**src/rtl/fifo_uart_tx_pkg.sv**
```systemverilog
// Shared state encoding and serial line levels for the FIFO-fed UART transmitter.
package fifo_uart_tx_pkg;

   typedef logic [2:0] state_t;

   localparam state_t IDLE  = 3'd0;
   localparam state_t FETCH = 3'd1;
   localparam state_t LOAD  = 3'd2;
   localparam state_t START = 3'd3;
   localparam state_t DATA  = 3'd4;
   localparam state_t STOP  = 3'd5;

   localparam logic LINE_IDLE = 1'b1;
   localparam logic START_BIT = 1'b0;
   localparam logic STOP_BIT  = 1'b1;

endpackage

```
**src/rtl/fifo_uart_tx_bit_timer.sv**
```systemverilog
// Modulo-CLKS_PER_BIT baud counter; o_bit_tick marks the last cycle of each serial bit.
module bit_timer #(
   parameter int CLKS_PER_BIT = 16,
   parameter int CW           = $clog2(CLKS_PER_BIT)
) (
   input  logic          clk,
   input  logic          reset,
   input  logic          i_clear,
   output logic          o_bit_tick,
   output logic [CW-1:0] o_count
);

   localparam logic [CW-1:0] CNT_LAST = CW'(CLKS_PER_BIT - 1);

   logic [CW-1:0] r_count;

   always_ff @(posedge clk or posedge reset) begin
      if (reset) begin
         r_count <= '0;
      end else if (i_clear || (r_count == CNT_LAST)) begin
         r_count <= '0;
      end else begin
         r_count <= r_count + 1'b1;
      end
   end

   assign o_bit_tick = (r_count == CNT_LAST);
   assign o_count    = r_count;

endmodule

```
**src/rtl/fifo_uart_tx.sv**
```systemverilog
// Pops words from a synchronous FIFO and sends each as an 8N1 LSB-first serial frame.
// Outputs are registered from the next-state decode, so each lands in the cycle of its state.
module fifo_uart_tx
   import fifo_uart_tx_pkg::*;
#(
   parameter int WIDTH        = 8,
   parameter int CLKS_PER_BIT = 16
) (
   input  logic             clk,
   input  logic             reset,
   input  logic             enable,
   input  logic             fifo_empty,
   input  logic [WIDTH-1:0] fifo_data,
   output logic             fifo_read,
   output logic             tx,
   output logic             busy,
   output logic             frame_done
);

   localparam int CW = $clog2(CLKS_PER_BIT);
   localparam int BW = (WIDTH > 1) ? $clog2(WIDTH) : 1;
   localparam logic [CW-1:0] CNT_PENULT = CW'(CLKS_PER_BIT - 2);
   localparam logic [BW-1:0] BIT_LAST   = BW'(WIDTH - 1);

   state_t           r_state;
   state_t           w_next;
   logic [WIDTH-1:0] r_shreg;
   logic [WIDTH-1:0] w_shifted;
   logic [BW-1:0]    r_bit_idx;
   logic             r_tx;
   logic             r_fifo_read;
   logic             r_busy;
   logic             r_frame_done;
   logic             w_tick;
   logic             w_clear;
   logic [CW-1:0]    w_count;

   // Hold the baud counter at zero until the start bit so every bit gets a full period.
   assign w_clear   = (r_state == IDLE) || (r_state == FETCH) || (r_state == LOAD);
   assign w_shifted = r_shreg >> 1;

   bit_timer #(
      .CLKS_PER_BIT (CLKS_PER_BIT),
      .CW           (CW)
   ) u_bit_timer (
      .clk        (clk),
      .reset      (reset),
      .i_clear    (w_clear),
      .o_bit_tick (w_tick),
      .o_count    (w_count)
   );

   always_comb begin
      w_next = r_state;
      case (r_state)
         IDLE:    if (enable && !fifo_empty) w_next = FETCH;
         FETCH:   w_next = LOAD;
         LOAD:    w_next = START;
         START:   if (w_tick) w_next = DATA;
         DATA:    if (w_tick && (r_bit_idx == BIT_LAST)) w_next = STOP;
         STOP:    if (w_tick) w_next = IDLE;
         default: w_next = IDLE;
      endcase
   end

   always_ff @(posedge clk or posedge reset) begin
      if (reset) begin
         r_state      <= IDLE;
         r_shreg      <= '0;
         r_bit_idx    <= '0;
         r_tx         <= LINE_IDLE;
         r_fifo_read  <= 1'b0;
         r_busy       <= 1'b0;
         r_frame_done <= 1'b0;
      end else begin
         r_state      <= w_next;
         r_fifo_read  <= (w_next == FETCH);
         r_busy       <= (w_next != IDLE);
         r_frame_done <= (r_state == STOP) && (w_count == CNT_PENULT);
         case (r_state)
            LOAD: begin
               r_shreg   <= fifo_data;
               r_bit_idx <= '0;
               r_tx      <= START_BIT;
            end
            START: begin
               if (w_tick) r_tx <= r_shreg[0];
            end
            DATA: begin
               if (w_tick) begin
                  r_shreg   <= w_shifted;
                  r_bit_idx <= r_bit_idx + 1'b1;
                  r_tx      <= (r_bit_idx == BIT_LAST) ? STOP_BIT : w_shifted[0];
               end
            end
            default: begin
               r_tx <= LINE_IDLE;
            end
         endcase
      end
   end

   assign tx         = r_tx;
   assign fifo_read  = r_fifo_read;
   assign busy       = r_busy;
   assign frame_done = r_frame_done;

endmodule

```
**config.mk**
```make
export PLATFORM = sky130hd
export DESIGN_NAME = fifo_uart_tx
export DESIGN_NICKNAME = d
export VERILOG_FILES = /design/src/rtl/fifo_uart_tx_pkg.sv /design/src/rtl/fifo_uart_tx_bit_timer.sv /design/src/rtl/fifo_uart_tx.sv
export SDC_FILE = /design/constraint.sdc
export NUM_CORES = 1
export LEC_CHECK = 0
export BUFFER_PORTS_ARGS = -buffer_cell sky130_fd_sc_hd__buf_2
export CORE_MARGIN = 4
export CORE_UTILIZATION = 40
export CTS_CLUSTER_DIAMETER = 60
export DETAILED_ROUTE_END_ITERATION = 7
export GPL_ROUTABILITY_DRIVEN = 0
export PLACE_DENSITY = 0.57
export SLEW_MARGIN = 20
export SYNTH_ARGS = -nofsm -noshare
export SYNTH_HDL_FRONTEND = slang
export SYNTH_HIERARCHICAL = 1
export SYNTH_SLANG_ARGS = --single-unit
```
**constraint.sdc**
```tcl
create_clock -name clk -period 2.43 [get_ports clk]
set_input_delay 0.3645 -clock clk [delete_from_list [all_inputs] [get_ports clk]]
set_output_delay 0.3645 -clock clk [all_outputs]
set_load 0.02 [all_outputs]
```
==> results of run 1 <==
[worst max-delay path: cells and delay by family, from the launching register on]
kind / cells / cell delay (ps)
AOI/OAI and AO/OA: 1 / 360
DFF: 1 / 420
muxes: 1 / 380
and+or+nand+nor: 2 / 410
adders and majority gates: 1 / 230
[flip-flops by register name, indices dropped and copies added, names as in the netlist]
register / cells
r_shreg: 8
u_bit_timer/o_count: 4
r_bit_idx: 3
r_state: 3
busy: 1
fifo_read: 1
frame_done: 1
tx: 1
[repair_timing]
action	in CTS	in global routing
hold buffers	1	0
endpoints found under the hold margin	4	0
setup buffers	0	0
[through the flow]
| stage | util (%) | setup slack [ps] | instances |
|---|---|---|---|
| finish | 46.5 | 526 | 146 |
| global route | 46.5 | 401 | 146 |
| detailed placement | 44.8 | 521 | 141 |
| floorplan | - | 622 | 99 |
| global placement | 44.8 | 591 | 141 |
| CTS | 46.5 | 505 | 146 |
[cells in the mapped netlist]
library cell / number / share of area, %
o32ai_1: 1 / 0.77
a311oi_1: 1 / 0.77
xnor2_1: 1 / 0.77
mux2_2: 14 / 14
and3_4: 1 / 0.99
dfstp_2: 1 / 2.3
buf_6: 2 / 2.0
nor3b_1: 2 / 1.3
and3b_1: 1 / 0.77
o21ai_0: 1 / 0.44
o211a_1: 1 / 0.88
nand2_1: 6 / 2.0
o32a_1: 1 / 0.88
nand3b_1: 2 / 1.3
nor2_1: 4 / 1.3
buf_2: 1 / 0.44
clkbuf_1: 2 / 0.66
a21oi_1: 5 / 2.2
mux2i_1: 3 / 2.6
nand2b_1: 3 / 1.6
buf_4: 1 / 0.66
nor2b_1: 2 / 1.1
ha_1: 3 / 3.3
nor3b_2: 1 / 1.1
inv_1: 6 / 2.0
nor4_1: 1 / 0.55
dfrtp_1: 21 / 46
a41oi_1: 1 / 0.77
a31oi_1: 2 / 1.1
a21o_1: 1 / 0.66
nor3_1: 2 / 0.88
nand3_1: 1 / 0.44
o22ai_1: 1 / 0.55
o31ai_1: 1 / 0.66
a21oi_4: 1 / 1.4
a2bb2oi_1: 1 / 0.77
[layer usage]
metal	GRT usage [%]	share of wire, %
met1	16.4	48
met2	20.2	48
met3	1.89	3.3
met4	4.55	0.70
met5	0	0
[worst max path at each step]
stage / slack [ps] / cells past startpoint / to / startpoint
floorplan: 620 / 6 / r_shreg[0] / u_bit_timer/o_count[0]
global placement: 590 / 5 / r_shreg[3] / u_bit_timer/o_count[0]
detailed placement: 520 / 5 / r_shreg[4] / u_bit_timer/o_count[0]
CTS: 510 / 5 / r_shreg[4] / u_bit_timer/o_count[0]
global route: 400 / 5 / r_shreg[0] / u_bit_timer/o_count[0]
finish: 530 / 5 / r_shreg[6] / u_bit_timer/o_count[0]
[cells by family after synthesis]
group	after synthesis	synth area share, %
AOI/OAI and AO/OA	18	11.9
xor gates and xnor gates	1	0.769
adders and majority gates	3	3.30
buffers and inverters	12	5.71
DFF	22	48.5
muxes	17	16.5
and+or+nand+nor	26	13.4
[power by group through the flow]
| stage | logic, mW | clock network [mW] | registers [mW] |
|---|---|---|---|
| floorplan | 0.0162 | 0 | 0.383 |
| global placement | 0.0295 | 0 | 0.383 |
| detailed placement | 0.0302 | 0 | 0.383 |
| CTS | 0.0314 | 0.213 | 0.376 |
| global route | 0.0344 | 0.229 | 0.377 |
| finish | 0.0300 | 0.201 | 0.376 |
[layout make-up]
type	instances	area (um2)	share of cell area [%]
clock buffers	4	36.3	2.85
well taps	31	38.8	3.05
flip-flops and latches	22	552	43.4
inverters	6	22.5	1.77
multi-input cells	65	522	41.0
repair buffers	18	100	7.87
==> impl_results.rst, run 1 <==
.. list-table::
   :header-rows: 1

   * - Metric
     - Value
   * - Net count of the finished layout
     - 131
   * - Result of the run
     - finished, final reports clean
   * - Effective utilization at floorplan
     - 41.6%
   * - Reg2Reg Depth
     - 5
   * - Relative contribution of sequential cells to total power
     - 62.0%
   * - Avg WL per Cell
     - 13.6 um
   * - Top achievable clock speed
     - around 530 MHz
   * - Clock slew at reported path FFs
     - 130 ps
   * - Die width
     - 61.4 um
   * - Required time reported for the critical path endpoint
     - 2630 ps
   * - Post-synthesis cell count
     - 99
   * - Pwr per Cell Area
     - 477 nW/um2
   * - Nets in the synthesized netlist
     - 114
   * - Number of max-cap violations
     - 0
   * - Count of pins over their slew limit
     - 0
   * - Row Count
     - 19
   * - Logic gate share of total power
     - roughly 5%
   * - Ordered cell list for the critical path
     - ha_1 > and3_4 > nand3b_1 > a21oi_4 > mux2_2
   * - Class of the worst hold path
     - in2reg
   * - Worst setup path class
     - reg2reg
   * - Yosys warning count
     - 6
   * - Area of all placed cells without fillers
     - 1270 um2
   * - Buffers added on ports
     - 15
   * - Number of buffers added by the clock tree synthesis step
     - 3
   * - Vias in the first global route
     - between 700 and 800
   * - Worst reg-to-reg setup slack
     - 530 ps
   * - Most common library cell in the layout ignoring fill and taps
     - dfrtp_1
   * - Share of synthesized area occupied by flip-flops and latches
     - 48.5%
   * - Commonest cells after routing, fill and taps aside
     - dfrtp_1 (21), buf_2 (15), mux2_2 (14), inv_1 (6), nand2_1 (6)
   * - Unrepaired setup endpoints after global routing
     - no
   * - Internal portion of total power
     - 0.480 mW
   * - Number of inserted filler cells in the final layout
     - 266
   * - Number of antenna violations at the first check in global routing
     - 0
   * - Nature of the critical path endpoint
     - flip-flop
   * - Capture endpoint of the worst hold path
     - fifo_read
   * - Final critical-path required period
     - 1900 ps
   * - Worst slew slack as a fraction of its limit
     - 54.2%
   * - Number of violations reported at the end of detailed-routing iteration 0
     - 30
   * - Detailed-routing iteration count for the pre-antenna-repair pass
     - 3
   * - Worst-case clock buffer depth
     - 2
   * - Global-route wire length before repair
     - about 3.4 mm
   * - Source of the worst register-to-register timing path
     - u_bit_timer/o_count[0]
   * - Unique masters post-synth
     - 36
   * - Top Ports
     - 16
   * - Growth of design area from synthesis to finish
     - 11.6%
   * - Worst hold slack
     - about 370 ps
   * - Total negative setup slack
     - 0 ps
   * - Antenna diode count
     - 0
   * - Clock network fraction of total power
     - 33.1%
   * - Final Hold Vio Count
     - 0
   * - Clock tree from TritonCTS
     - built
   * - Hold Path Cell Cnt
     - 3
   * - Total power consumption of the routed design
     - 0.607 mW
   * - Root buf cell
     - clkbuf_4
   * - Via density per instance
     - 5.29
   * - Total half-perimeter wirelength after legalization and detailed placement
     - 1.43 mm
   * - Highest cell delay on the worst timing path
     - approximately 420 ps
   * - Leakage power of the design
     - 0.644 nW
   * - Setup Skew
     - 6.85 ps
   * - Avg Inst Size Synth
     - around 12 um2
   * - H-tree Lvls
     - 1
   * - Source-to-sink clock delay at the later pin of the worst-skew pair
     - 300 ps
   * - Switching power of the nets
     - roughly 0.13 mW
   * - Setup Viol. Count Final
     - 0
   * - Arrival time at the worst endpoint
     - 2110 ps
   * - Overall routing resource usage
     - 12.3%
   * - Synthesized flop and latch total
     - 22
   * - Core Footprint
     - 2730 um2
   * - Placed instance area
     - about 1200 um2
   * - Slowest-stage cell, CP
     - dfrtp_1
   * - Die H
     - 61.4 um
   * - Switch share
     - 20.9%
   * - Via total after detailed routing
     - 772
   * - Biggest fanout along the worst timing path
     - 11
   * - Slew @ Worst Pin
     - 686 ps
   * - Start point of the worst hold path
     - enable
   * - Critical register-to-register path endpoint
     - r_shreg[6]
   * - Maximum resistive drop on vdd
     - 0.256 mV
   * - Critical Path Start Type
     - flip-flop
   * - Die area
     - approximately 3800 um2
   * - Post-DRT Antenna Nets
     - 0
   * - Maximum number of pins on one net before global-route repair
     - 19
   * - Post-detailed-route DRC marker count
     - 0
   * - Clock net sink count
     - 22
   * - Fraction of the cycle the final worst path needs
     - between 70% and 80%
   * - Routed WL
     - 1.99 mm
   * - Total congestion overflow
     - 0
   * - Quantity of gates resized following cts
     - 0
   * - Netlist Area Pre-Place
     - ~1100 um2
   * - Fraction of layout cells with a size suffix above 1
     - between 30 and 40%
Note: power is estimated with default switching activity, not from simulation.
==> run 2, diff against run 1 <==
--- a/config.mk
+++ b/config.mk
@@ -11,7 +11,7 @@
 export CTS_CLUSTER_DIAMETER = 60
 export DETAILED_ROUTE_END_ITERATION = 7
 export GPL_ROUTABILITY_DRIVEN = 0
-export PLACE_DENSITY = 0.57
+export PLACE_DENSITY = 0.59
 export SLEW_MARGIN = 20
 export SYNTH_ARGS = -nofsm -noshare
 export SYNTH_HDL_FRONTEND = slang
==> constraint.sdc (replaced) <==
create_clock -name clk -period 1.6 [get_ports clk]
set_input_delay 0.24 -clock clk [delete_from_list [all_inputs] [get_ports clk]]
set_output_delay 0.24 -clock clk [all_outputs]
set_load 0.02 [all_outputs]
==> run 2 against run 1 <==
Sequential cell count unchanged. Count of clock-buffer cells in the layout down 1. First-iteration DRC count down 37%. Largest cell class unchanged. Largest power group unchanged. Highest routed layer unchanged.
==> impl_results.rst, run 2 (synthesis results as in run 1) <==
.. list-table::
   :header-rows: 1

   * - Metric
     - Value
   * - Total instance count after detailed placement
     - 150 (was 141)
   * - Final Hold Vio Count
     - 0 (unchanged)
   * - Reg2Reg Depth
     - 6 (was 5)
   * - Worst slew slack as a fraction of its limit
     - 75.2% (was 54.2%)
   * - Total congestion overflow
     - 0 (unchanged)
   * - Max FFs per register
     - 8 (unchanged)
   * - Maximum number of pins on one net before global-route repair
     - 17 (was 19)
   * - Top Ports
     - 16 (unchanged)
   * - Ordered cell list for the critical path
     - ha_2 > and3_4 > nand3b_1 > a21oi_4 > buf_12 > mux2_2 (was ha_1 > and3_4 > nand3b_1 > a21oi_4 > mux2_2)
   * - Unrepaired setup endpoints after global routing
     - yes (was no)
   * - Growth of design area from synthesis to finish
     - 22.2% (was 11.6%)
   * - Effective utilization at floorplan
     - 41.6% (unchanged)
   * - Buffers added on ports
     - 15 (unchanged)
   * - Critical path launch point
     - u_bit_timer/o_count[0] (unchanged)
   * - Fraction of the cycle the final worst path needs
     - 97.3% (was 78.4%)
   * - Worst-case clock buffer depth
     - 2 (unchanged)
   * - Die H
     - 61.4 um (unchanged)
   * - Source-to-sink clock delay at the later pin of the worst-skew pair
     - 310 ps (was 300 ps)
   * - Count of pins over their slew limit
     - 0 (unchanged)
   * - Commonest cells after routing, fill and taps aside
     - dfrtp_1 (19), buf_2 (15), mux2_2 (12), buf_4 (10) (was dfrtp_1 (21), buf_2 (15), mux2_2 (14), inv_1 (6), nand2_1 (6))
   * - Post-detailed-route DRC marker count
     - 0 (unchanged)
   * - Post-DRT Antenna Nets
     - 0 (unchanged)
   * - Vias in the first global route
     - 875 (was 743)
   * - Number of max-cap violations
     - 0 (unchanged)
   * - Required time reported for the critical path endpoint
     - 1810 ps (was 2630 ps)
   * - Via density per instance
     - 5.26 (was 5.29)
   * - Root buf cell
     - clkbuf_4 (unchanged)
   * - Clock slew at reported path FFs
     - 130 ps (about the same)
   * - Setup Viol. Count Final
     - 0 (unchanged)
   * - Detailed-routing iteration count for the pre-antenna-repair pass
     - 4 (was 3)
   * - Critical register-to-register path endpoint
     - r_shreg[5] (was r_shreg[6])
   * - Global-route wire length before repair
     - 3.70 mm (was 3.44 mm)
   * - Pwr per Cell Area
     - 748 nW/um2 (was 477 nW/um2)
   * - Total half-perimeter wirelength after legalization and detailed placement
     - 1.68 mm (was 1.43 mm)
   * - Fraction of layout cells with a size suffix above 1
     - 41.6% (was 33.9%)
   * - Number of antenna violations at the first check in global routing
     - 0 (unchanged)
   * - Net count of the finished layout
     - 141 (was 131)
   * - Slowest-stage cell, CP
     - dfrtp_1 (unchanged)
   * - Via total after detailed routing
     - 820 (was 772)
   * - Arrival time at the worst endpoint
     - 1770 ps (was 2110 ps)
   * - Nature of the critical path endpoint
     - flip-flop (unchanged)
   * - Worst setup path class
     - reg2reg (unchanged)
   * - Source of the worst register-to-register timing path
     - u_bit_timer/o_count[0] (unchanged)
   * - Class of the worst hold path
     - in2reg (unchanged)
   * - Avg WL per Cell
     - 13.8 um (was 13.6 um)
   * - Top achievable clock speed
     - 642 MHz (was 525 MHz)
   * - Setup Skew
     - 11.3 ps (was 6.85 ps)
   * - Die width
     - 61.4 um (unchanged)
   * - Routed WL
     - 2.15 mm (was 1.99 mm)
   * - Leakage power of the design
     - 0.709 nW (was 0.644 nW)
   * - Critical Path Start Type
     - flip-flop (unchanged)
   * - Core Footprint
     - 2730 um2 (unchanged)
   * - Utilization after layout
     - 50.9% (was 46.5%)
   * - Row Count
     - 19 (unchanged)
   * - Clock tree from TritonCTS
     - built (unchanged)
   * - Total power consumption of the routed design
     - 1.04 mW (was 0.607 mW)
   * - Final critical-path required period
     - 1560 ps (was 1900 ps)
   * - Worst reg-to-reg setup slack
     - 40 ps (was 530 ps)
   * - Biggest fanout along the worst timing path
     - 8 (was 11)
   * - Number of violations reported at the end of detailed-routing iteration 0
     - 19 (was 30)
   * - Maximum resistive drop on vdd
     - 0.368 mV (was 0.256 mV)
   * - Highest cell delay on the worst timing path
     - 370 ps (was 420 ps)
   * - Result of the run
     - finished, final reports clean (unchanged)
   * - Antenna diode count
     - 0 (unchanged)
   * - Last element of the critical path
     - r_shreg[5] (was r_shreg[6])
   * - Number of buffers added by the clock tree synthesis step
     - 3 (unchanged)
   * - H-tree Lvls
     - 1 (unchanged)
   * - Most common library cell in the layout ignoring fill and taps
     - dfrtp_1 (unchanged)
   * - Die area
     - 3760 um2 (unchanged)
   * - Slew @ Worst Pin
     - 372 ps (was 686 ps)
   * - Largest register by flop count
     - r_shreg (unchanged)
   * - Total negative setup slack
     - 0 ps (unchanged)
   * - Overall routing resource usage
     - 13.2% (was 12.3%)
   * - Post-route non-filler standard cell count
     - 156 (was 146)
   * - Clock net sink count
     - 22 (unchanged)
==> run 2: cell count changes in the layout (fill, tap and decap cells not counted), sizes merged <==
cell,change
buf,+10
bufinv,+1
clkbuf,-1
==> run 2: area by class of cell <==
class                           count  area, um2
Fill cell                         248       1340
Sequential cell                    22        554
Multi-Input combinational cell     65        532
Timing Repair Buffer               28        191
Tap cell                           31       38.8
Clock inverter                      1       30.0
Clock buffer                        3       22.5
Inverter                            6       22.5
==> run 2: worst min path at each step <==
stage,end,cells past startpoint,startpoint
floorplan,u_bit_timer/o_count[0],1,reset
CTS,fifo_read,3,enable
detailed placement,u_bit_timer/o_count[3],2,reset
global placement,u_bit_timer/o_count[3],2,reset
global route,fifo_read,3,enable
finish,fifo_read,3,enable
==> run 2: power breakdown <==
part           switching (mW)  total (mW)  internal, mW
sequential            0.00545       0.571         0.566
clock                   0.167       0.420         0.253
combinational          0.0221      0.0489        0.0268
total                   0.195        1.04         0.846
==> run 2: what timing repair did <==
action / in CTS / in global routing
cloned: 0 / 0
hold buffers: 1 / 0
endpoints found under the setup margin: 6 / 9
endpoints found under the hold margin: 11 / 0
pin swaps: 1 / 1
setup buffers: 1 / 0
gates resized for setup: 1 / 3
==> run 2: through the flow <==
stage / worst slack (ps) / area, um2 / hold slack (ps)
detailed placement: -23.4 / 1300 / 143
finish: 42.8 / 1390 / 237
global placement: 18.7 / 1300 / 137
floorplan: -169 / 1150 / 6.08
global route: -26.0 / 1390 / 243
CTS: -7.79 / 1390 / 212
==> run 2: critical path, delay by kind of cell (launching register included) <==
family                   cells  cell delay (ps)
AO/OA/AOI/OAI                1              160
adder cells (fa/ha/maj)      1              180
buffers and inverters        1              140
flip-flops                   1              370
multiplexers                 1              330
AND/OR/NAND/NOR              2              290
==> run 2: layer usage <==
layer	GRT usage [%]	up-vias	part of all wire (%)	wire, um
met3	1.89	2	3.2	68
li1	-	406	-	-
met2	22.7	11	50	1070
met5	0	-	0	0
met1	16.6	401	46	994
met4	5.45	0	0.61	13
==> run 3, diff against run 2 <==
--- a/config.mk
+++ b/config.mk
@@ -5,13 +5,14 @@
 export SDC_FILE = /design/constraint.sdc
 export NUM_CORES = 1
 export LEC_CHECK = 0
-export BUFFER_PORTS_ARGS = -buffer_cell sky130_fd_sc_hd__buf_2
+export BUFFER_PORTS_ARGS = -buffer_cell sky130_fd_sc_hd__buf_4
 export CORE_MARGIN = 4
 export CORE_UTILIZATION = 40
 export CTS_CLUSTER_DIAMETER = 60
 export DETAILED_ROUTE_END_ITERATION = 7
 export GPL_ROUTABILITY_DRIVEN = 0
 export PLACE_DENSITY = 0.59
+export SETUP_SLACK_MARGIN = 0.05
 export SLEW_MARGIN = 20
 export SYNTH_ARGS = -nofsm -noshare
 export SYNTH_HDL_FRONTEND = slang
==> run 3 against run 2 <==
Via count increased by 1.1%. Final cell count increased by 0.64%. Count of clock-buffer cells in the layout unchanged. Final area increased by 3.1%. Wire length increased by 1.6%. First-iteration DRC count decreased by 11%. Critical path type unchanged. Highest routed layer unchanged.
==> impl_results.rst, run 3 (synthesis results as in run 1) <==
.. list-table::
   :header-rows: 1

   * - Metric
     - Value
   * - Growth of design area from synthesis to finish
     - 26.0% (was 22.2%)
   * - Routed WL
     - 2.18 mm (was 2.15 mm)
   * - Critical register-to-register path endpoint
     - r_shreg[6] (was r_shreg[5])
   * - Antenna diode count
     - 0 (unchanged)
   * - Setup Skew
     - 5.28 ps (was 11.3 ps)
   * - Biggest fanout along the worst timing path
     - 9 (was 8)
   * - Number of violations reported at the end of detailed-routing iteration 0
     - 17 (was 19)
   * - Placed instance area
     - 1350 um2 (was 1300 um2)
   * - Net count of the finished layout
     - 142 (was 141)
   * - Setup Viol. Count Final
     - 0 (unchanged)
   * - Result of the run
     - finished, final reports clean (unchanged)
   * - Worst reg-to-reg setup slack
     - 20 ps (was 40 ps)
   * - Leakage power of the design
     - 0.719 nW (was 0.709 nW)
   * - Switching power of the nets
     - 0.202 mW (was 0.195 mW)
   * - Via density per instance
     - 5.28 (was 5.26)
   * - Root buf cell
     - clkbuf_4 (unchanged)
   * - Source-to-sink clock delay at the later pin of the worst-skew pair
     - 310 ps (about the same)
   * - Unrepaired setup endpoints after global routing
     - yes (unchanged)
   * - Clock slew at reported path FFs
     - 130 ps (about the same)
   * - Row Count
     - 19 (unchanged)
   * - Largest register by flop count
     - r_shreg (unchanged)
   * - Nature of the critical path endpoint
     - flip-flop (unchanged)
   * - Die width
     - 61.4 um (unchanged)
   * - Detailed-routing iteration count for the pre-antenna-repair pass
     - 4 (unchanged)
   * - Total half-perimeter wirelength after legalization and detailed placement
     - 1.64 mm (was 1.68 mm)
   * - Clock net sink count
     - 22 (unchanged)
   * - Die H
     - 61.4 um (unchanged)
   * - Worst Setup Slack post-DPL
     - 26.5 ps (was -23.4 ps)
   * - Fraction of the cycle the final worst path needs
     - 98.6% (was 97.3%)
   * - Top Ports
     - 16 (unchanged)
   * - Hold Path Cell Cnt
     - 3 (unchanged)
   * - Area of all placed cells without fillers
     - 1440 um2 (was 1390 um2)
   * - Number of inserted filler cells in the final layout
     - 235 (was 248)
   * - Avg WL per Cell
     - 13.9 um (was 13.8 um)
   * - Total area of sequential cells
     - 552 um2 (was 554 um2)
   * - Total congestion overflow
     - 0 (unchanged)
   * - Via total after detailed routing
     - 829 (was 820)
   * - Logic gate share of total power
     - 5.4% (was 4.7%)
   * - Buffers added on ports
     - 15 (unchanged)
   * - Arrival time at the worst endpoint
     - 1790 ps (was 1770 ps)
   * - Worst setup path class
     - reg2reg (unchanged)
   * - Required time reported for the critical path endpoint
     - 1810 ps (about the same)
   * - Critical Path Start Type
     - flip-flop (unchanged)
   * - Top achievable clock speed
     - 634 MHz (was 642 MHz)
   * - Final critical-path required period
     - 1580 ps (was 1560 ps)
   * - Max FFs per register
     - 8 (unchanged)
   * - Class of the worst hold path
     - in2reg (unchanged)
   * - Clock tree from TritonCTS
     - built (unchanged)
   * - Top Family by Delay on Critical Path
     - flip-flops (unchanged)
   * - Count of pins over their slew limit
     - 0 (unchanged)
   * - Buffers & Inverters on Critical Path
     - 1 (unchanged)
   * - Most common library cell in the layout ignoring fill and taps
     - buf_4 (was dfrtp_1)
   * - Clock network fraction of total power
     - 40.5% (was 40.4%)
   * - Final Hold Vio Count
     - 0 (unchanged)
   * - Reg2Reg Depth
     - 6 (unchanged)
   * - Core Footprint
     - 2730 um2 (unchanged)
   * - Global-route wire length before repair
     - 3.87 mm (was 3.70 mm)
   * - Die area
     - 3760 um2 (unchanged)
   * - Overall routing resource usage
     - 14.1% (was 13.2%)
   * - Maximum number of pins on one net before global-route repair
     - 17 (unchanged)
   * - Number of antenna violations at the first check in global routing
     - 0 (unchanged)
   * - Ordered cell list for the critical path
     - ha_2 > and3_4 > nand3b_1 > a21oi_4 > buf_12 > mux2_2 (unchanged)
   * - Fin worst setup slack
     - 23.1 ps (was 42.8 ps)
   * - Slowest-stage cell, CP
     - dfrtp_1 (unchanged)
   * - H-tree Lvls
     - 1 (unchanged)
   * - Worst hold slack
     - 230 ps (was 237 ps)
   * - Switch share
     - 19.1% (was 18.7%)
   * - Capture endpoint of the worst hold path
     - r_shreg[7] (was fifo_read)
   * - Number of buffers added by the clock tree synthesis step
     - 3 (unchanged)
   * - Pwr per Cell Area
     - 735 nW/um2 (was 748 nW/um2)
   * - Effective utilization at floorplan
     - 41.6% (unchanged)
   * - Commonest cells after routing, fill and taps aside
     - buf_4 (26), dfrtp_1 (21), mux2_2 (13), inv_1 (6), nand2_1 (6) (was dfrtp_1 (19), buf_2 (15), mux2_2 (12), buf_4 (10))
   * - Start point of the worst hold path
     - fifo_data[7] (was enable)
   * - Fraction of layout cells with a size suffix above 1
     - 41.3% (was 41.6%)
   * - Relative contribution of sequential cells to total power
     - 54.1% (was 54.9%)
   * - Area occupied by multi-input gates
     - 533 um2 (was 532 um2)
   * - Internal portion of total power
     - 0.854 mW (was 0.846 mW)
   * - Post-detailed-route DRC marker count
     - 0 (unchanged)
   * - Maximum resistive drop on vdd
     - 0.592 mV (was 0.368 mV)
   * - Vias in the first global route
     - 849 (was 875)
   * - Slew @ Worst Pin
     - 356 ps (was 372 ps)
   * - Highest cell delay on the worst timing path
     - 380 ps (was 370 ps)
   * - Post-DRT Antenna Nets
     - 0 (unchanged)
   * - Worst-case clock buffer depth
     - 2 (unchanged)
   * - Number of max-cap violations
     - 0 (unchanged)
   * - Source of the worst register-to-register timing path
     - u_bit_timer/o_count[1] (was u_bit_timer/o_count[0])
   * - Worst slew slack as a fraction of its limit
     - 76.3% (was 75.2%)
run 3: changes by cell type in the layout (fill, tap and decap cells not counted), sizes merged:
cell,previous run,this run
buf,27,28
run 3: final cells by class:
type | instances | area share (%)
clock buffers | 3 | 1.57
inverters | 6 | 1.57
flip-flops and latches | 22 | 38.4
multi-input cells | 65 | 37.1
clock inverters | 1 | 2.09
well taps | 31 | 2.70
repair buffers | 29 | 16.5
run 3: per-layer routing:
layer	part of all wire (%)	track usage, %	wire [um]	up-vias
met5	0	0	0	-
met4	0.87	3.94	19	0
met3	4.6	4.61	101	2
met2	49	22.8	1070	12
met1	46	18.3	994	407
li1	-	-	-	408
run 3: power by group through the flow:
stage / sequential [mW] / combinational, mW / clock, mW
after floorplan: 0.581 / 0.0254 / 0
after global placement: 0.581 / 0.0557 / 0
after detailed placement: 0.581 / 0.0568 / 0
after CTS: 0.571 / 0.0589 / 0.440
after global routing: 0.572 / 0.0648 / 0.467
final: 0.571 / 0.0572 / 0.427
run 3: what timing repair did:
action,in CTS,in global routing
endpoints found under the setup margin,7,9
setup buffers,2,0
hold endpoints to repair,11,0
hold buffers,1,0
gates resized for setup,1,1
gates cloned,0,0
run 3: worst max path at each step:
stage | endpoint | from | slack [ps] | cells past startpoint
final | r_shreg[6] | u_bit_timer/o_count[1] | 20 | 6
after global routing | r_shreg[6] | u_bit_timer/o_count[1] | -50 | 6
after CTS | r_shreg[6] | u_bit_timer/o_count[1] | 20 | 6
after detailed placement | r_shreg[6] | u_bit_timer/o_count[1] | 30 | 6
after global placement | r_shreg[3] | u_bit_timer/o_count[1] | 60 | 6
after floorplan | r_shreg[0] | u_bit_timer/o_count[0] | -170 | 6
run 3: metrics by stage:
step | setup TNS (ps) | util [%] | power (mW) | std cells
floorplan | -1140 | - | 0.607 | 99
global placement | 0 | 49.3 | 0.637 | 150
detailed placement | 0 | 49.3 | 0.638 | 150
CTS | 0 | 52.3 | 1.07 | 157
global route | -258 | 52.5 | 1.10 | 157
finish | 0 | 52.5 | 1.06 | 157
run 3: worst min-delay path: cells and delay by family:
kind | cells | cell delay (ps)
compound gates | 2 | 180
buf+inv | 1 | 80
